[src/rtl/mem_req_arbiter_if.sv]
// Request/response bundle between the two cache clients, the arbiter and main memory.
interface mem_req_arbiter_if #(
   parameter int unsigned NUM_CLIENTS = 2,
   parameter int unsigned NUM_TAGS    = 15,
   parameter int unsigned ADDR_BITS   = 32
);
   localparam int unsigned TAG_BITS = $clog2(NUM_TAGS + 1);

   logic [NUM_CLIENTS-1:0]           req_valid;
   logic [NUM_CLIENTS*ADDR_BITS-1:0] req_addr;
   logic [NUM_CLIENTS-1:0]           req_accepted;
   logic [TAG_BITS-1:0]              req_tag;
   logic [1:0]                       mem_command;
   logic [ADDR_BITS-1:0]             mem_addr;
   logic [TAG_BITS-1:0]              mem_resp_tag;
   logic [TAG_BITS-1:0]              mem_data_tag;
   logic [NUM_CLIENTS-1:0]           resp_valid;
   logic [TAG_BITS-1:0]              outstanding_cnt;
   logic                             err_stray_tag;

   // Arbiter side
   modport slave (
      input  req_valid, req_addr, mem_resp_tag, mem_data_tag,
      output req_accepted, req_tag, mem_command, mem_addr,
             resp_valid, outstanding_cnt, err_stray_tag
   );

   // Client/memory environment side
   modport master (
      output req_valid, req_addr, mem_resp_tag, mem_data_tag,
      input  req_accepted, req_tag, mem_command, mem_addr,
             resp_valid, outstanding_cnt, err_stray_tag
   );
endinterface

[src/rtl/mem_req_arbiter.sv]
// Shares the main-memory request port between D-cache (client 0) and I-cache (client 1),
// tracks tag ownership and steers returning data beats back to the owning client.
module mem_req_arbiter #(
   parameter int unsigned NUM_CLIENTS  = 2,
   parameter int unsigned NUM_TAGS     = 15,
   parameter int unsigned STARVE_LIMIT = 4,
   parameter int unsigned ADDR_BITS    = 32
) (
   input  logic                clock,
   input  logic                reset,
   mem_req_arbiter_if.slave    bus
);
   localparam int unsigned TAG_BITS  = $clog2(NUM_TAGS + 1);
   localparam int unsigned CID_BITS  = (NUM_CLIENTS > 1) ? $clog2(NUM_CLIENTS) : 1;
   localparam int unsigned WAIT_BITS = $clog2(STARVE_LIMIT + 1);
   localparam logic [1:0]  MEM_NONE  = 2'd0;
   localparam logic [1:0]  MEM_LOAD  = 2'd1;

   logic [NUM_TAGS-1:0]  owner_valid_q, owner_valid_d;
   logic [CID_BITS-1:0]  owner_id_q [NUM_TAGS];
   logic [CID_BITS-1:0]  owner_id_d [NUM_TAGS];
   logic [WAIT_BITS-1:0] wait_cnt_q [NUM_CLIENTS];
   logic [WAIT_BITS-1:0] wait_cnt_d [NUM_CLIENTS];
   logic [TAG_BITS-1:0]  outstanding_q, outstanding_d;
   logic                 err_q, err_d;

   logic                   win_valid, starve_found, issue, accept;
   logic [CID_BITS-1:0]    win_id, starve_id;
   logic [ADDR_BITS-1:0]   addr_arr [NUM_CLIENTS];
   logic [NUM_CLIENTS-1:0] accepted_c, resp_c;
   logic [TAG_BITS-1:0]    ret_idx, acc_idx;
   logic                   ret_hit, ret_stray;

   // Grant, issue and return steering; outputs are forced low while reset is asserted
   always_comb begin
      win_valid    = 1'b0;
      win_id       = '0;
      starve_found = 1'b0;
      starve_id    = '0;
      accepted_c   = '0;
      resp_c       = '0;
      for (int i = int'(NUM_CLIENTS) - 1; i >= 0; i--) begin
         addr_arr[i] = bus.req_addr[i*ADDR_BITS +: ADDR_BITS];
         if (bus.req_valid[i]) begin
            win_valid = 1'b1;
            win_id    = CID_BITS'(i);
            if (wait_cnt_q[i] == WAIT_BITS'(STARVE_LIMIT)) begin
               starve_found = 1'b1;
               starve_id    = CID_BITS'(i);
            end
         end
      end
      if (starve_found) win_id = starve_id;

      issue  = reset && win_valid && (outstanding_q < TAG_BITS'(NUM_TAGS));
      accept = issue && (bus.mem_resp_tag != '0);
      for (int i = 0; i < int'(NUM_CLIENTS); i++) begin
         accepted_c[i] = accept && (win_id == CID_BITS'(i));
      end

      ret_idx   = bus.mem_data_tag - TAG_BITS'(1);
      acc_idx   = bus.mem_resp_tag - TAG_BITS'(1);
      ret_hit   = reset && (bus.mem_data_tag != '0) && owner_valid_q[ret_idx];
      ret_stray = reset && (bus.mem_data_tag != '0) && !ret_hit;
      for (int i = 0; i < int'(NUM_CLIENTS); i++) begin
         resp_c[i] = ret_hit && (owner_id_q[ret_idx] == CID_BITS'(i));
      end
   end

   assign bus.req_accepted    = accepted_c;
   assign bus.req_tag         = accept ? bus.mem_resp_tag : '0;
   assign bus.mem_command     = issue ? MEM_LOAD : MEM_NONE;
   assign bus.mem_addr        = issue ? addr_arr[win_id] : '0;
   assign bus.resp_valid      = resp_c;
   assign bus.outstanding_cnt = outstanding_q;
   assign bus.err_stray_tag   = err_q;

   // Next state: return clears its entry before a same-cycle accept sets it again
   always_comb begin
      owner_valid_d = owner_valid_q;
      owner_id_d    = owner_id_q;
      outstanding_d = outstanding_q + TAG_BITS'(accept) - TAG_BITS'(ret_hit);
      err_d         = err_q | ret_stray;
      if (ret_hit) owner_valid_d[ret_idx] = 1'b0;
      if (accept) begin
         owner_valid_d[acc_idx] = 1'b1;
         owner_id_d[acc_idx]    = win_id;
      end
      for (int i = 0; i < int'(NUM_CLIENTS); i++) begin
         if (bus.req_valid[i] && !accepted_c[i]) begin
            wait_cnt_d[i] = (wait_cnt_q[i] == WAIT_BITS'(STARVE_LIMIT)) ?
                            wait_cnt_q[i] : wait_cnt_q[i] + WAIT_BITS'(1);
         end else begin
            wait_cnt_d[i] = '0;
         end
      end
   end

   // State registers with synchronous active-low reset
   always_ff @(posedge clock) begin
      if (!reset) begin
         owner_valid_q <= '0;
         outstanding_q <= '0;
         err_q         <= 1'b0;
         for (int t = 0; t < int'(NUM_TAGS); t++) owner_id_q[t] <= '0;
         for (int i = 0; i < int'(NUM_CLIENTS); i++) wait_cnt_q[i] <= '0;
      end else begin
         owner_valid_q <= owner_valid_d;
         outstanding_q <= outstanding_d;
         err_q         <= err_d;
         for (int t = 0; t < int'(NUM_TAGS); t++) owner_id_q[t] <= owner_id_d[t];
         for (int i = 0; i < int'(NUM_CLIENTS); i++) wait_cnt_q[i] <= wait_cnt_d[i];
      end
   end
endmodule

[src/flat_wrapper.sv]
// flat-port wrapper written by rule: the top's interface ports become plain ports
module mem_req_arbiter_flat 
#(
   parameter int unsigned NUM_CLIENTS  = 2,
   parameter int unsigned NUM_TAGS     = 15,
   parameter int unsigned STARVE_LIMIT = 4,
   parameter int unsigned ADDR_BITS    = 32
)
  (clock, reset, bus_req_valid, bus_req_addr, bus_mem_resp_tag, bus_mem_data_tag, bus_req_accepted, bus_req_tag, bus_mem_command, bus_mem_addr, bus_resp_valid, bus_outstanding_cnt, bus_err_stray_tag);
  mem_req_arbiter_if #(.NUM_CLIENTS(NUM_CLIENTS), .NUM_TAGS(NUM_TAGS), .ADDR_BITS(ADDR_BITS)) bus_i ();
  input  logic clock;
  input  logic reset;
  input wire logic [$bits(bus_i.req_valid)-1:0] bus_req_valid;
  input wire logic [$bits(bus_i.req_addr)-1:0] bus_req_addr;
  input wire logic [$bits(bus_i.mem_resp_tag)-1:0] bus_mem_resp_tag;
  input wire logic [$bits(bus_i.mem_data_tag)-1:0] bus_mem_data_tag;
  output wire logic [$bits(bus_i.req_accepted)-1:0] bus_req_accepted;
  output wire logic [$bits(bus_i.req_tag)-1:0] bus_req_tag;
  output wire logic [$bits(bus_i.mem_command)-1:0] bus_mem_command;
  output wire logic [$bits(bus_i.mem_addr)-1:0] bus_mem_addr;
  output wire logic [$bits(bus_i.resp_valid)-1:0] bus_resp_valid;
  output wire logic [$bits(bus_i.outstanding_cnt)-1:0] bus_outstanding_cnt;
  output wire logic [$bits(bus_i.err_stray_tag)-1:0] bus_err_stray_tag;
  assign bus_i.req_valid = bus_req_valid;
  assign bus_i.req_addr = bus_req_addr;
  assign bus_i.mem_resp_tag = bus_mem_resp_tag;
  assign bus_i.mem_data_tag = bus_mem_data_tag;
  assign bus_req_accepted = bus_i.req_accepted;
  assign bus_req_tag = bus_i.req_tag;
  assign bus_mem_command = bus_i.mem_command;
  assign bus_mem_addr = bus_i.mem_addr;
  assign bus_resp_valid = bus_i.resp_valid;
  assign bus_outstanding_cnt = bus_i.outstanding_cnt;
  assign bus_err_stray_tag = bus_i.err_stray_tag;
  mem_req_arbiter #(.NUM_CLIENTS(NUM_CLIENTS), .NUM_TAGS(NUM_TAGS), .STARVE_LIMIT(STARVE_LIMIT), .ADDR_BITS(ADDR_BITS)) u_core (.clock(clock), .reset(reset), .bus(bus_i));
endmodule
[config.mk]
export PLATFORM = sky130hd
export DESIGN_NAME = mem_req_arbiter_flat
export DESIGN_NICKNAME = d
export VERILOG_FILES = /design/src/rtl/mem_req_arbiter_if.sv /design/src/rtl/mem_req_arbiter.sv /design/src/flat_wrapper.sv
export SDC_FILE = /design/constraint.sdc
export NUM_CORES = 1
export LEC_CHECK = 0
export CORE_MARGIN = 4
export CORE_UTILIZATION = 30
export CTS_CLUSTER_SIZE = 16
export DETAILED_ROUTE_END_ITERATION = 10
export DONT_BUFFER_PORTS = 1
export GPL_TIMING_DRIVEN = 0
export HOLD_SLACK_MARGIN = 0.08
export PLACE_DENSITY = 0.56
export SLEW_MARGIN = 20
export SYNTH_ARGS = -nofsm -noshare
export SYNTH_HDL_FRONTEND = slang
export SYNTH_SLANG_ARGS = --single-unit
[constraint.sdc]
create_clock -name clock -period 6.29 [get_ports clock]
set_clock_uncertainty 0.15 [all_clocks]
set_input_delay 0.9435 -clock clock [delete_from_list [all_inputs] [get_ports clock]]
set_output_delay 0.9435 -clock clock [all_outputs]
set_load 0.02 [all_outputs]
**After elaboration in Yosys (flattened, before gate mapping)**

Memory sizes are Yosys's and may differ from the RTL's.
Cells that the tools add are included.

- Output and inout bits: 47
- Memories kept: 1
- Input bits: 76
- Register bits: 35
- Word-level logic and storage cells: 105
- Memory bits (writable): 6

Memory list:

| memory | words | width | rd ports | clocked after memory_dff | write ports | line | text |
|---|---|---|---|---|---|---|---|
| u_core.wait_cnt_q | 2 | 3 | 2 | 0 | 2 | mem_req_arbiter.sv:22 | `logic [WAIT_BITS-1:0] wait_cnt_q [NUM_CLIENTS];` |

- Magnitude comparators: 9
- Reduce and logical (&&, ||, !) cells: 20
- $add $sub $neg: 6
- Bitwise gates (word level): 11
- Equal/unequal tests: 2
- Multiplexer cells: 38

Operator list:

| operator | number |
|---|---|
| $mux 32 | 4 |
| $mux 15 | 2 |
| $mux 1 | 19 |
| $mux 3 | 6 |
| $and 15x15->15 | 1 |
| $bwmux 15 | 1 |
| $logic_and 1x1->1 | 15 |
| $not 15->15 | 1 |
| $or 15x15->15 | 1 |
| $demux 1 s4 | 3 |
| $ge 5x5->1 const B | 2 |
| $lt 4x5->1 const B | 2 |
| $not 4->5 | 2 |
| $bmux 1 s4 | 2 |
| $ge 4x1->1 const B | 2 |
| $reduce_bool 4->1 | 2 |
| $sub 4x1->4 const B | 2 |
| $add 3x1->3 const B | 2 |
| $eq 3x3->1 const B | 2 |
| $lt 5x1->1 const B | 1 |
| $add 4x1->4 | 1 |
| $lt 4x4->1 const B | 1 |
| $mux 4 | 1 |
| $sub 4x1->4 | 1 |
| other kinds (5) | 10 |

**Longest topological paths before layout**

Gate-level depths: netlist (run 1).
An unclocked memory read counts as a cell.

- Word-level depth: 13
- Gate-level depth with buffers: 16
- Gate-level depth less buffers: 15

**Worst setup path after synthesis (run 1)**

OpenSTA, ideal clock, no wires.

- Path type: input -> output
- From: in bus_mem_data_tag[0]
- To: out bus_resp_valid[1]
- Buffers on the path: 1
- Arrival time: 2.979 ns
- Slack: 2.217 ns
- Cell stages on the path: 8
- Required time: 5.196 ns
- Path through: inv_1 > ha_1 > buf_6 > mux2i_1 > mux4_2 > nor3b_1 > a311oi_4 > nor3b_2

- Longest elaborated chain between the ends: 6
- Elaborated cells between the ends (all ways): 11
- Classes of those cells: add/sub (1); mux (5); bitwise (1); reduce/logical (4)

RTL lines:

| element | line | text |
|---|---|---|
| start, declared | flat_wrapper.sv:16 | `input wire logic [$bits(bus_i.mem_data_tag)-1:0] bus_mem_data_tag;` |
| $sub 4x1->4 | mem_req_arbiter.sv:61 | `ret_idx = bus.mem_data_tag - TAG_BITS'(1);` |
| $not 4->5 (not written as such) | mem_req_arbiter.sv:66 | `resp_c[i] = ret_hit && (owner_id_q[ret_idx] == CID_BITS'(i));` |
| $bmux 1 s4 | mem_req_arbiter.sv:66 |  |
| $mux 1 (not written as such) (2 in series) | mem_req_arbiter.sv:66 |  |
| $logic_and 1x1->1 (*) | mem_req_arbiter.sv:66 |  |
| end, declared | flat_wrapper.sv:21 | `output wire logic [$bits(bus_i.resp_valid)-1:0] bus_resp_valid;` |

Mark *: on every way between the ends. The rest lies on a longest branch, timed or not. The select of a mux whose other input is x is not followed.

**Worst setup path in the final report (run 1)**

Same ends and word-level chain as after synthesis.

==> results.tsv, run 1 <==
stage	metric	value	unit
logic_synthesis	Distinct cells, synth	39	
worst_setup_path	kind of critical path	in -> out	
timing	Setup TNS	0	ps
placed_design	estimated wirelength of the detail-placed design	7100	µm
global_route	vias in the first global route	2645	
die	FP Rows	35	
detailed_routing	DR iter-0 viols	282	
global_route	Tot GR Track Use	15.0	%
worst_setup_path	crit start category	input port	
power	power per cell area	216	mW/mm²
logic_synthesis	FFs w/ async S/R, synth	0	%
worst_setup_path	reg2reg start	u_core.owner_valid_q[8]$_SDFF_PN0_	
timing	fmax	224	MHz
logic_synthesis	sequential fraction of the synthesis area	28.1	%
power	Flop pwr share	42.4	%
logic_synthesis	share of the synthesized area in the top cell type	28.1	%
power	internal power	461	µW
clocking	Root Driver	clkbuf_8	
power	net switching power	229	µW
timing	Max Slew Vio Count	0	
power	Sw Ratio	33.2	%
placed_design	RD Place Congestion	0.834	
final_layout	diodes inserted	0	
logic_synthesis	synthesized area per cell	7.22	µm²
logic_synthesis	Syn Inst Count	404	
timing	Slew Limit Headroom	47.5	%
power	Final Power	691	µW
die	die footprint	0.0114	mm²
power	Leak	0.00119	µW
clocking	clock sinks	41	
detailed_routing	DR pass1 iterations	5	
detailed_routing	final wirelength	9030	µm
worst_setup_path	CP startpoint	bus_mem_data_tag[0]	
logic_synthesis	Mapped Area	0.00292	mm²
logic_synthesis	top_reg_cell synth	dfxtp_1	
clocking	# resized after CTS	0	
timing	Final min period	4470	ps
global_route	first-pass GRT wire length	13900	µm
job	Max-Cap Viols	0	
min_path	hold crit path type	reg -> reg	
clocking	Clk Latency, worst-skew pair	300	ps
global_route	largest net degree at the start of global routing	14	
timing	worst hold margin	335	ps
worst_setup_path	crit path DAT	3380	ps
worst_setup_path	crit path max fanout	10	
power	Gate power share	25.1	%
final_layout	layout cells sized above 1	5.83	%
clocking	Clk pin slew, worst setup/hold paths	80	ps
run_status	outcome	completed	
clocking	postcts setup bufs	0	
timing	Final Hold Vio Count	0	
logic_synthesis	number of enable flip-flop cells after synthesis	0	
min_path	worst hold start	u_core.owner_id_q[12]$_SDFFE_PN0P_	
final_layout	Final Util	34.1	%
detailed_routing	vias per cell	5.37	
clocking	CTS tree	built	
logic_synthesis	FF+latch count, synth	41	
die	num ports	123	
clocking	Clock Tree Buf Depth	2	
global_route	initial antenna violation count	0	
worst_setup_path	Critical Path RT	5200	ps
die	Core Region	0.00937	mm²
final_layout	NumNets Final	501	
power	VDD IR max	103	µV
detailed_routing	vias post-DR	2905	
clocking	CTS Buf Count	5	
timing	RSZ-0062 raised after global routing	no	
timing	Worst-Margin Slew	784	ps
logic_synthesis	syn nets	494	
global_route	total gr overflow	0	
logic_synthesis	top cell type by total area after synthesis	dfxtp_1	
logic_synthesis	largest cells by area after synthesis	dfxtp_1 28%, nand2_1 12%, a21oi_1 11%, ha_1 5.6%, nor2_1 4.6%	
placed_design	Port Buf Inserts	0	
clocking	# hold bufs at CTS	0	
logic_synthesis	warnings from Yosys	0	
power	Clk pwr share	32.5	%
die	Initial Utilization	31.1	%
clocking	H-tree levels	2	
detailed_routing	antenna-violating nets left	0	
die	die height	107	µm
detailed_routing	WL/cell	16.7	µm
final_layout	area growth from synthesis to layout	9.65	%
timing	final setup violation count	0	
worst_setup_path	crit path capture type	primary output	
timing	period utilization	71.0	%
die	Die Width	107	µm
detailed_routing	drc violations	0	
-- metal layers --
metal | global-route usage, % | part of all wire (%)
met3 | 3.13 | 6.8
met1 | 21.1 | 44
met2 | 23.9 | 48
met4 | 2.83 | 0.81
met5 | 0 | 0
-- power by group through the flow --
stage	logic, µW	clock network, µW	registers, µW
floorplan	140	0	296
global placement	169	0	299
detailed placement	173	0	300
CTS	174	231	294
global route	193	240	296
finish	173	224	293
-- through the flow --
stage / cells / area, µm² / worst slack [ps]
detailed placement: 533 / 3080 / 1760
floorplan: 404 / 2920 / 2220
global placement: 533 / 3080 / 1790
finish: 541 / 3200 / 1820
CTS: 541 / 3200 / 1840
global route: 541 / 3200 / 1640
-- critical path, stage by stage --
cell,delay (ps)
inv_1,70
ha_1,220
buf_6,140
nand2_1,150
o21ai_0,150
a21oi_1,500
o22ai_2,190
a311oi_4,530
nor3b_2,480
-- sequential cells by signal, summed over array words and instances, names as in the netlist --
signal,cells
u_core.bus.err_stray_tag,1
u_core.wait_cnt_q,6
u_core.owner_id_q,15
u_core.owner_valid_q,15
u_core.bus.outstanding_cnt,4
-- cells by family after synthesis --
kind of cell / Yosys count / share of synthesized area, %
flip-flops: 41 / 28.1
buffers and inverters: 45 / 7.72
AO/OA/AOI/OAI: 101 / 19.6
multiplexers: 17 / 9.05
XOR/XNOR: 7 / 2.10
other: 1 / 0.129
AND/OR/NAND/NOR: 178 / 27.0
adder cells (fa/ha/maj): 14 / 6.26
-- worst paths after layout --
kind | cells after the start | endpoint | slack [ps]
max reg2reg | 12 | u_core.bus.outstanding_cnt[2]$_SDFF_PN0_ | 2980
max | 9 | bus_resp_valid[1] | 1820
min | 2 | u_core.owner_id_q[12]$_SDFFE_PN0P_ | 340
min reg2reg | 2 | u_core.owner_id_q[12]$_SDFFE_PN0P_ | 340
-- cell usage after synthesis (2+ instances only) --
| master | count |
|---|---|
| a21oi_1 | 62 |
| a22oi_1 | 2 |
| a311oi_1 | 4 |
| and2_1 | 7 |
| and3_1 | 4 |
| buf_4 | 3 |
| buf_6 | 6 |
| clkbuf_1 | 17 |
| dfxtp_1 | 41 |
| ha_1 | 13 |
| inv_1 | 18 |
| mux2i_1 | 11 |
| mux4_1 | 5 |
| nand2_1 | 90 |
| nand2b_1 | 4 |
| nand3_1 | 4 |
| nand3b_1 | 2 |
| nor2_1 | 36 |
| nor2b_1 | 3 |
| nor3_1 | 20 |
| nor3b_1 | 4 |
| o211ai_1 | 3 |
| o21ai_0 | 22 |
| o22ai_1 | 3 |
| xnor2_1 | 5 |
| xor2_1 | 2 |
-- cell type report --
class                   count  area, µm²
plain buffers              26        154
clock buffers               6       82.6
clock inverters             2       37.5
fillers                  1034       6170
inverters                  19       71.3
multi-input cells         318       1870
flip-flops and latches     41        821
well taps                 129        161
-- layout by cell type (no fill, tap or decap), types with 2 or more instances in the layout --
master    instances
nor2b_1           3
o22ai_1           3
xor2_1            2
nand2_1          90
ha_1             13
a22oi_1           2
a21oi_1          62
nor3b_1           4
clkbuf_1         17
mux4_1            5
a311oi_1          4
nand3b_1          2
buf_4             3
and3_1            4
mux2i_1          11
o211ai_1          3
and2_1            7
xnor2_1           5
inv_1            18
clkbuf_8          6
o21ai_0          22
nand3_1           4
nor3_1           20
buf_6             6
dfxtp_1          41
nand2b_1          4
nor2_1           36
Note: power is estimated with default switching activity, not from simulation.
==> inputs of run 2 (changes only) <==
==> constraint.sdc (replaced) <==
create_clock -name clock -period 4.3 [get_ports clock]
set_clock_uncertainty 0.15 [all_clocks]
set_input_delay 0.645 -clock clock [delete_from_list [all_inputs] [get_ports clock]]
set_output_delay 0.645 -clock clock [all_outputs]
set_load 0.02 [all_outputs]
==> results of run 2 <==
Same layout as run 1 (identical final DEF). Status: completed.
Main changes from that run: setup slack after placement 1760 ps -> 68.2 ps; setup slack after layout 1820 ps -> 353 ps; end point of the critical path bus_resp_valid[1] -> u_core.bus.outstanding_cnt[2]$_SDFF_PN0_; register-to-register setup slack 2980 ps -> 990 ps; total power 691 µW -> 1010 µW; worst IR drop on VDD 103 µV -> 150 µV
